[src/rtl/interval_meter.sv]
// interval_meter: measures the cycles between a start and a stop pulse; 1-cycle result latency; the result is held on valid until ready.
// Optional whole-seconds output (secs) is built only when INTERVAL_METER_SECONDS_EN is defined.
module interval_meter #(
  parameter logic [31:0] FREQUENCY = 32'd2
) (
  input  logic        clk,
  input  logic        res,
  input  logic        start,
  input  logic        stop,
  output logic        busy,
  output logic        valid,
  input  logic        ready,
  output logic [31:0] cycles,
  output logic        overflow
`ifdef INTERVAL_METER_SECONDS_EN
  ,
  output logic [31:0] secs
`endif
);

  localparam logic [31:0] MAX_CNT = 32'hFFFF_FFFF;

  typedef enum logic [1:0] {
    S_IDLE,
    S_RUN,
    S_HOLD
  } state_t;

  state_t      r_state;
  logic [31:0] r_cnt;
  logic        r_flag;
  logic        r_busy;
  logic        r_valid;
  logic [31:0] r_cycles;
  logic        r_overflow;

  assign busy     = r_busy;
  assign valid    = r_valid;
  assign cycles   = r_cycles;
  assign overflow = r_overflow;

  always_ff @(posedge clk) begin
    if (!res) begin
      r_state    <= S_IDLE;
      r_cnt      <= '0;
      r_flag     <= 1'b0;
      r_busy     <= 1'b0;
      r_valid    <= 1'b0;
      r_cycles   <= '0;
      r_overflow <= 1'b0;
    end else begin
      case (r_state)
        S_IDLE: begin
          // start has priority over a simultaneous stop
          if (start) begin
            r_state <= S_RUN;
            r_busy  <= 1'b1;
            r_cnt   <= 32'd1;
            r_flag  <= 1'b0;
          end
        end
        S_RUN: begin
          if (stop) begin
            r_state    <= S_HOLD;
            r_busy     <= 1'b0;
            r_valid    <= 1'b1;
            r_cycles   <= r_cnt;
            r_overflow <= r_flag;
          end else if (r_cnt != MAX_CNT) begin
            r_cnt <= r_cnt + 32'd1;
            if (r_cnt == MAX_CNT - 32'd1) begin
              r_flag <= 1'b1;
            end
          end
        end
        S_HOLD: begin
          if (ready) begin
            r_valid <= 1'b0;
            if (start) begin
              r_state <= S_RUN;
              r_busy  <= 1'b1;
              r_cnt   <= 32'd1;
              r_flag  <= 1'b0;
            end else begin
              r_state <= S_IDLE;
            end
          end
        end
        default: begin
          r_state <= S_IDLE;
          r_busy  <= 1'b0;
          r_valid <= 1'b0;
        end
      endcase
    end
  end

`ifdef INTERVAL_METER_SECONDS_EN
  // Invariant while running: r_cnt - 1 == r_sec * FREQUENCY + r_presc.
  logic [31:0] r_presc;
  logic [31:0] r_sec;
  logic [31:0] r_secs;
  logic        w_launch;
  logic        w_advance;
  logic        w_capture;
  logic        w_wrap;
  logic [31:0] w_sec_inc;
  logic [31:0] w_secs_stop;

  assign w_launch    = start && ((r_state == S_IDLE) || ((r_state == S_HOLD) && ready));
  assign w_advance   = (r_state == S_RUN) && !stop && (r_cnt != MAX_CNT);
  assign w_capture   = (r_state == S_RUN) && stop;
  assign w_wrap      = (r_presc == FREQUENCY - 32'd1);
  assign w_sec_inc   = (r_sec == MAX_CNT) ? MAX_CNT : r_sec + 32'd1;
  assign w_secs_stop = w_wrap ? w_sec_inc : r_sec;
  assign secs        = r_secs;

  always_ff @(posedge clk) begin
    if (!res) begin
      r_presc <= '0;
      r_sec   <= '0;
      r_secs  <= '0;
    end else if (w_launch) begin
      r_presc <= '0;
      r_sec   <= '0;
    end else if (w_capture) begin
      r_secs <= w_secs_stop;
    end else if (w_advance) begin
      if (w_wrap) begin
        r_presc <= '0;
        r_sec   <= w_sec_inc;
      end else begin
        r_presc <= r_presc + 32'd1;
      end
    end
  end
`endif

endmodule

[config.mk]
export PLATFORM = sky130hd
export DESIGN_NAME = interval_meter
export DESIGN_NICKNAME = d
export VERILOG_FILES = /design/src/rtl/interval_meter.sv
export SDC_FILE = /design/constraint.sdc
export NUM_CORES = 1
export LEC_CHECK = 0
export CAP_MARGIN = 30
export CELL_PAD_IN_SITES_DETAIL_PLACEMENT = 1
export CELL_PAD_IN_SITES_GLOBAL_PLACEMENT = 1
export CORE_MARGIN = 8
export CORE_UTILIZATION = 42
export CTS_BUF_LIST = sky130_fd_sc_hd__clkbuf_4
export DETAILED_ROUTE_END_ITERATION = 10
export GPL_TIMING_DRIVEN = 0
export HOLD_SLACK_MARGIN = 0.03
export PLACE_DENSITY = 0.9
export SETUP_SLACK_MARGIN = 0.2
export SYNTH_ARGS = -nofsm -noshare
export SYNTH_HDL_FRONTEND = slang
export SYNTH_SLANG_ARGS = --single-unit
[constraint.sdc]
create_clock -name clk -period 2.45 [get_ports clk]
set_input_delay 0.735 -clock clk [delete_from_list [all_inputs] [get_ports clk]]
set_output_delay 0.735 -clock clk [all_outputs]
set_load 0.01 [all_outputs]
==> PnR_summary.wiki <==
{| class="wikitable"
! Metric !! Value
|-
| Status || completed
|-
| TritonCTS clock tree || yes
|-
| Global-route usage over all layers || between 20% and 30%
|-
| Number of max-slew violations in the final report || 0
|-
| Drt pass-1 iters || 4
|-
| Arithmetic-cell share of the synthesized area counting full adders, half adders and majority gates || less than 1%
|-
| Portion of netlist area occupied by mux cells || 0%
|-
| Wire length of the first global-routing pass || around 18000 um
|-
| Post-synth EDFFs || 0
|-
| Clock Skews || 0.0218 ns
|-
| Biggest area consumer among synthesized cells || dfxtp_1
|-
| Count of synthesis-stage warnings from yosys || 0
|-
| Transition time at the pin with the least slew margin || 0.943 ns
|-
| H-tree levels || 3
|-
| Top-area cell type share of the netlist area || 44.6%
|-
| Fraction of final layout cells sized beyond drive strength 1 || between 20% and 30%
|-
| Relative area change from synthesis to final layout || 35.4%
|-
| Clock buffers created by TritonCTS || 9
|-
| Total DRC errors in the routed layout || 0
|-
| Fraction of the yosys area taken by sequential cells || 44.6%
|-
| Number of top-level design ports || 40
|-
| Effective utilization at floorplan || approximately 43%
|-
| Synth Cell Area || about 3100 um^2
|-
| Share of the synthesized netlist area taken by xor and xnor gates || 0%
|-
| CP Data Arrival Time || roughly 2.8 ns
|-
| Standard-cell row count || 31
|-
| Number of antenna violations at the first check in global routing || 0
|-
| Starting DRT DRC Count || 268
|-
| Worst-Skew Late Latency || around 0.45 ns
|-
| Part of the cycle the worst path needs || approximately 100%
|-
| Count of antenna-violating nets left after detailed routing || 0
|-
| Number of different library cells in the post-synthesis netlist || 42
|-
| Largest net degree at the start of global routing || 12
|-
| Upper clock frequency limit || 410 MHz
|-
| Count of mapped cells out of synthesis || just under 400
|-
| Worst Setup Start Kind || flop
|-
| Setup TNS || 0 ns
|-
| Clk sink count || 70
|-
| Max Fanout on Critical Path || 6
|-
| Total grt overflow || 0
|-
| Simple-gate share of the synthesized area || approximately 29%
|-
| Leakage || about 1.5 nW
|-
| Clk Tree Root Cell || clkbuf_4
|-
| Unrepaired setup endpoints after global routing || yes
|-
| Vias in the first global route || around 3600
|-
| ANT cells || 0
|-
| Routed wirelength normalized by instance count || between 20 and 25 um
|-
| Number of max-capacitance violations reported || 0
|-
| Synthesized flop and latch total || 70
|-
| Final weighted congestion of routability-driven global placement || approximately 0.8
|-
| Post-synthesis area per instance || between 7 and 8 um^2
|-
| Core ar. || approximately 7300 um^2
|-
| Type of the most critical hold path || flop to flop
|-
| Aggregate routed wire length || roughly 13000 um
|-
| Vertical die dimension || just over 100 um
|-
| Leading cell types by total area after synthesis || dfxtp_1, nand2_1, a21oi_1
|-
| Area enclosed by the die boundary || roughly 11000 um^2
|-
| Capturing element type of the critical path || flop
|-
| Vias/cell || roughly 6.3
|-
| Type of the worst setup path || flop to flop
|-
| Post-synth ARST share || 0%
|-
| Post-layout power || between 0.002 and 0.0025 W
|-
| # nets final || around 470
|-
| Clock Tree Buf Depth || 2
|-
| Synthesized Nets || between 400 and 500
|-
| Detailed-route via count || roughly 3600
|-
| Die span in x || 103 um
|-
| Register clock-pin slew on the reported worst setup and hold paths || about 0.12 ns
|-
| Worst relative slew slack || a little over a third
|-
| Complex-gate fraction of the synthesized area || between 20% and 30%
|-
| Number of endpoints with negative hold slack in the final report || 0
|-
| Cell Pwr Density || roughly 550 nW/um^2
|-
| Combinational family with the most area after synthesis || simple AND/OR/NAND/NOR gates
|-
| Max rail drop VDD || approximately 380 uV
|-
| Hold WS || approximately 0.46 ns
|-
| Fill cells || 867
|-
| Top FF cell, synth || dfxtp_1
|-
| Endpoints failing setup || 0
|-
| Crit path required time || 2.81 ns
|-
| Detail Placement HPWL || ~7500 um
|-
| Final critical-path required period || 2.44 ns
|-
| IO buf count || 39
|}
## cell usage in the layout (no fill, tap or decap), types with 3 or more instances in the layout
cell type | Yosys | final
nand3_1 | 26 | 23
or4_1 | 8 | 5
clkdlybuf4s50_1 | 0 | 37
a21oi_1 | 46 | 44
clkbuf_4 | 0 | 13
bufinv_16 | 0 | 3
buf_8 | 0 | 3
o21ai_0 | 11 | 9
nand2b_1 | 6 | 4
nand2_1 | 82 | 81
o311ai_0 | 5 | 3
a21o_1 | 5 | 5
o211ai_1 | 8 | 8
nor3_1 | 7 | 6
and3_1 | 8 | 8
dfxtp_2 | 0 | 25
a22o_1 | 5 | 5
clkbuf_2 | 1 | 6
o31ai_1 | 8 | 7
nor2_1 | 13 | 13
clkbuf_1 | 21 | 11
buf_4 | 2 | 20
dfxtp_1 | 70 | 42
a31oi_1 | 5 | 5
inv_1 | 4 | 4
buf_6 | 0 | 3
nand4_1 | 14 | 14
or4_4 | 2 | 5
dfxtp_4 | 0 | 3
or3_1 | 4 | 4
## registers in the layout, indices dropped and copies added, names as in the netlist
register and count:
r_cnt 32, valid 1, busy 1, cycles 32, overflow 1, r_state 2
r_flag 1
## where the power goes
group          switching [W]  leakage [nW]  internal, W
Clock               0.000432        0.0939     0.000518
Combinational       0.000138         0.823    0.0000755
Sequential         0.0000133         0.580      0.00114
## path summary, 6_finish.rpt
path / start / endpoint / slack [ns] / depth (start not counted)
worst min register to register: cycles[1] / cycles[1] / 0.46 / 2
worst max register to register: r_cnt[8] / r_cnt[31] / 0.01 / 5
worst max-delay path: r_cnt[8] / r_cnt[31] / 0.01 / 5
worst min-delay path: cycles[1] / cycles[1] / 0.46 / 2
## worst max-delay path: stages, from the launching register on
cell and delay, ns:
dfxtp_2 0.41, nand2_2 0.14, or4_4 0.60, or4_4 0.58
or4_4 0.45, a21oi_2 0.17
## per-stage QoR
stage,worst slack [ns],cells,utilization [%],cell area (um^2)
6_report,0.00961,567,58.7,4250
5_1_grt,-0.00326,567,58.7,4250
4_1_cts,0.153,555,54.9,3980
3_5_place_dp,-0.530,533,50.4,3660
3_3_place_gp,-0.514,533,50.4,3660
2_1_floorplan,0.203,395,-,3140
## final cells by class
class                           count  area, um^2  share of cell area [%]
Buffer                             29         183                    4.29
Sequential cell                    70        1440                    33.9
Clock buffer                       10        75.1                    1.76
Timing Repair Buffer               59         557                    13.1
Tap cell                           99         124                    2.91
Multi-Input combinational cell    291        1760                    41.3
Clock inverter                      5        98.8                    2.32
Inverter                            4        15.0                   0.353
## Yosys cell counts, drive strengths merged (3+ instances only)
cell type,instances
inv,4
o31ai,8
and3,8
a31oi,5
nor2b,3
nor2,13
clkbuf,22
o211ai,8
buf,8
or4,10
o41ai,3
nand2b,6
dfxtp,70
nand3,26
o21ai,11
nor4,3
nand2,82
a21o,5
nand4,15
or3,4
a21oi,46
o311ai,5
nor3,7
a22o,5
## cell families (layout without fill, tap and decap cells)
group	after synthesis	after routing
fa+ha+maj	2	2
buf+inv	34	107
compound gates	106	106
simple gates	183	183
flops	70	70
## routing by layer
layer,wire [um],track usage (%),part of all wire [%],vias to the layer above
li1,-,-,-,1579
met1,5130,24.8,39,1753
met2,6470,38.7,50,199
met3,955,4.19,7.3,55
met4,513,12.6,3.9,0
met5,0,0,0,-
## repair_timing
item                                    4_1_cts  5_1_grt
endpoints found under the setup margin       43       54
resized for setup                            43       53
pin swaps                                     5       11
cloned                                        0        1
hold buffers                                  0        0
setup buffers                                 8       11
No activity file was read; power rests on OpenSTA's default activity.
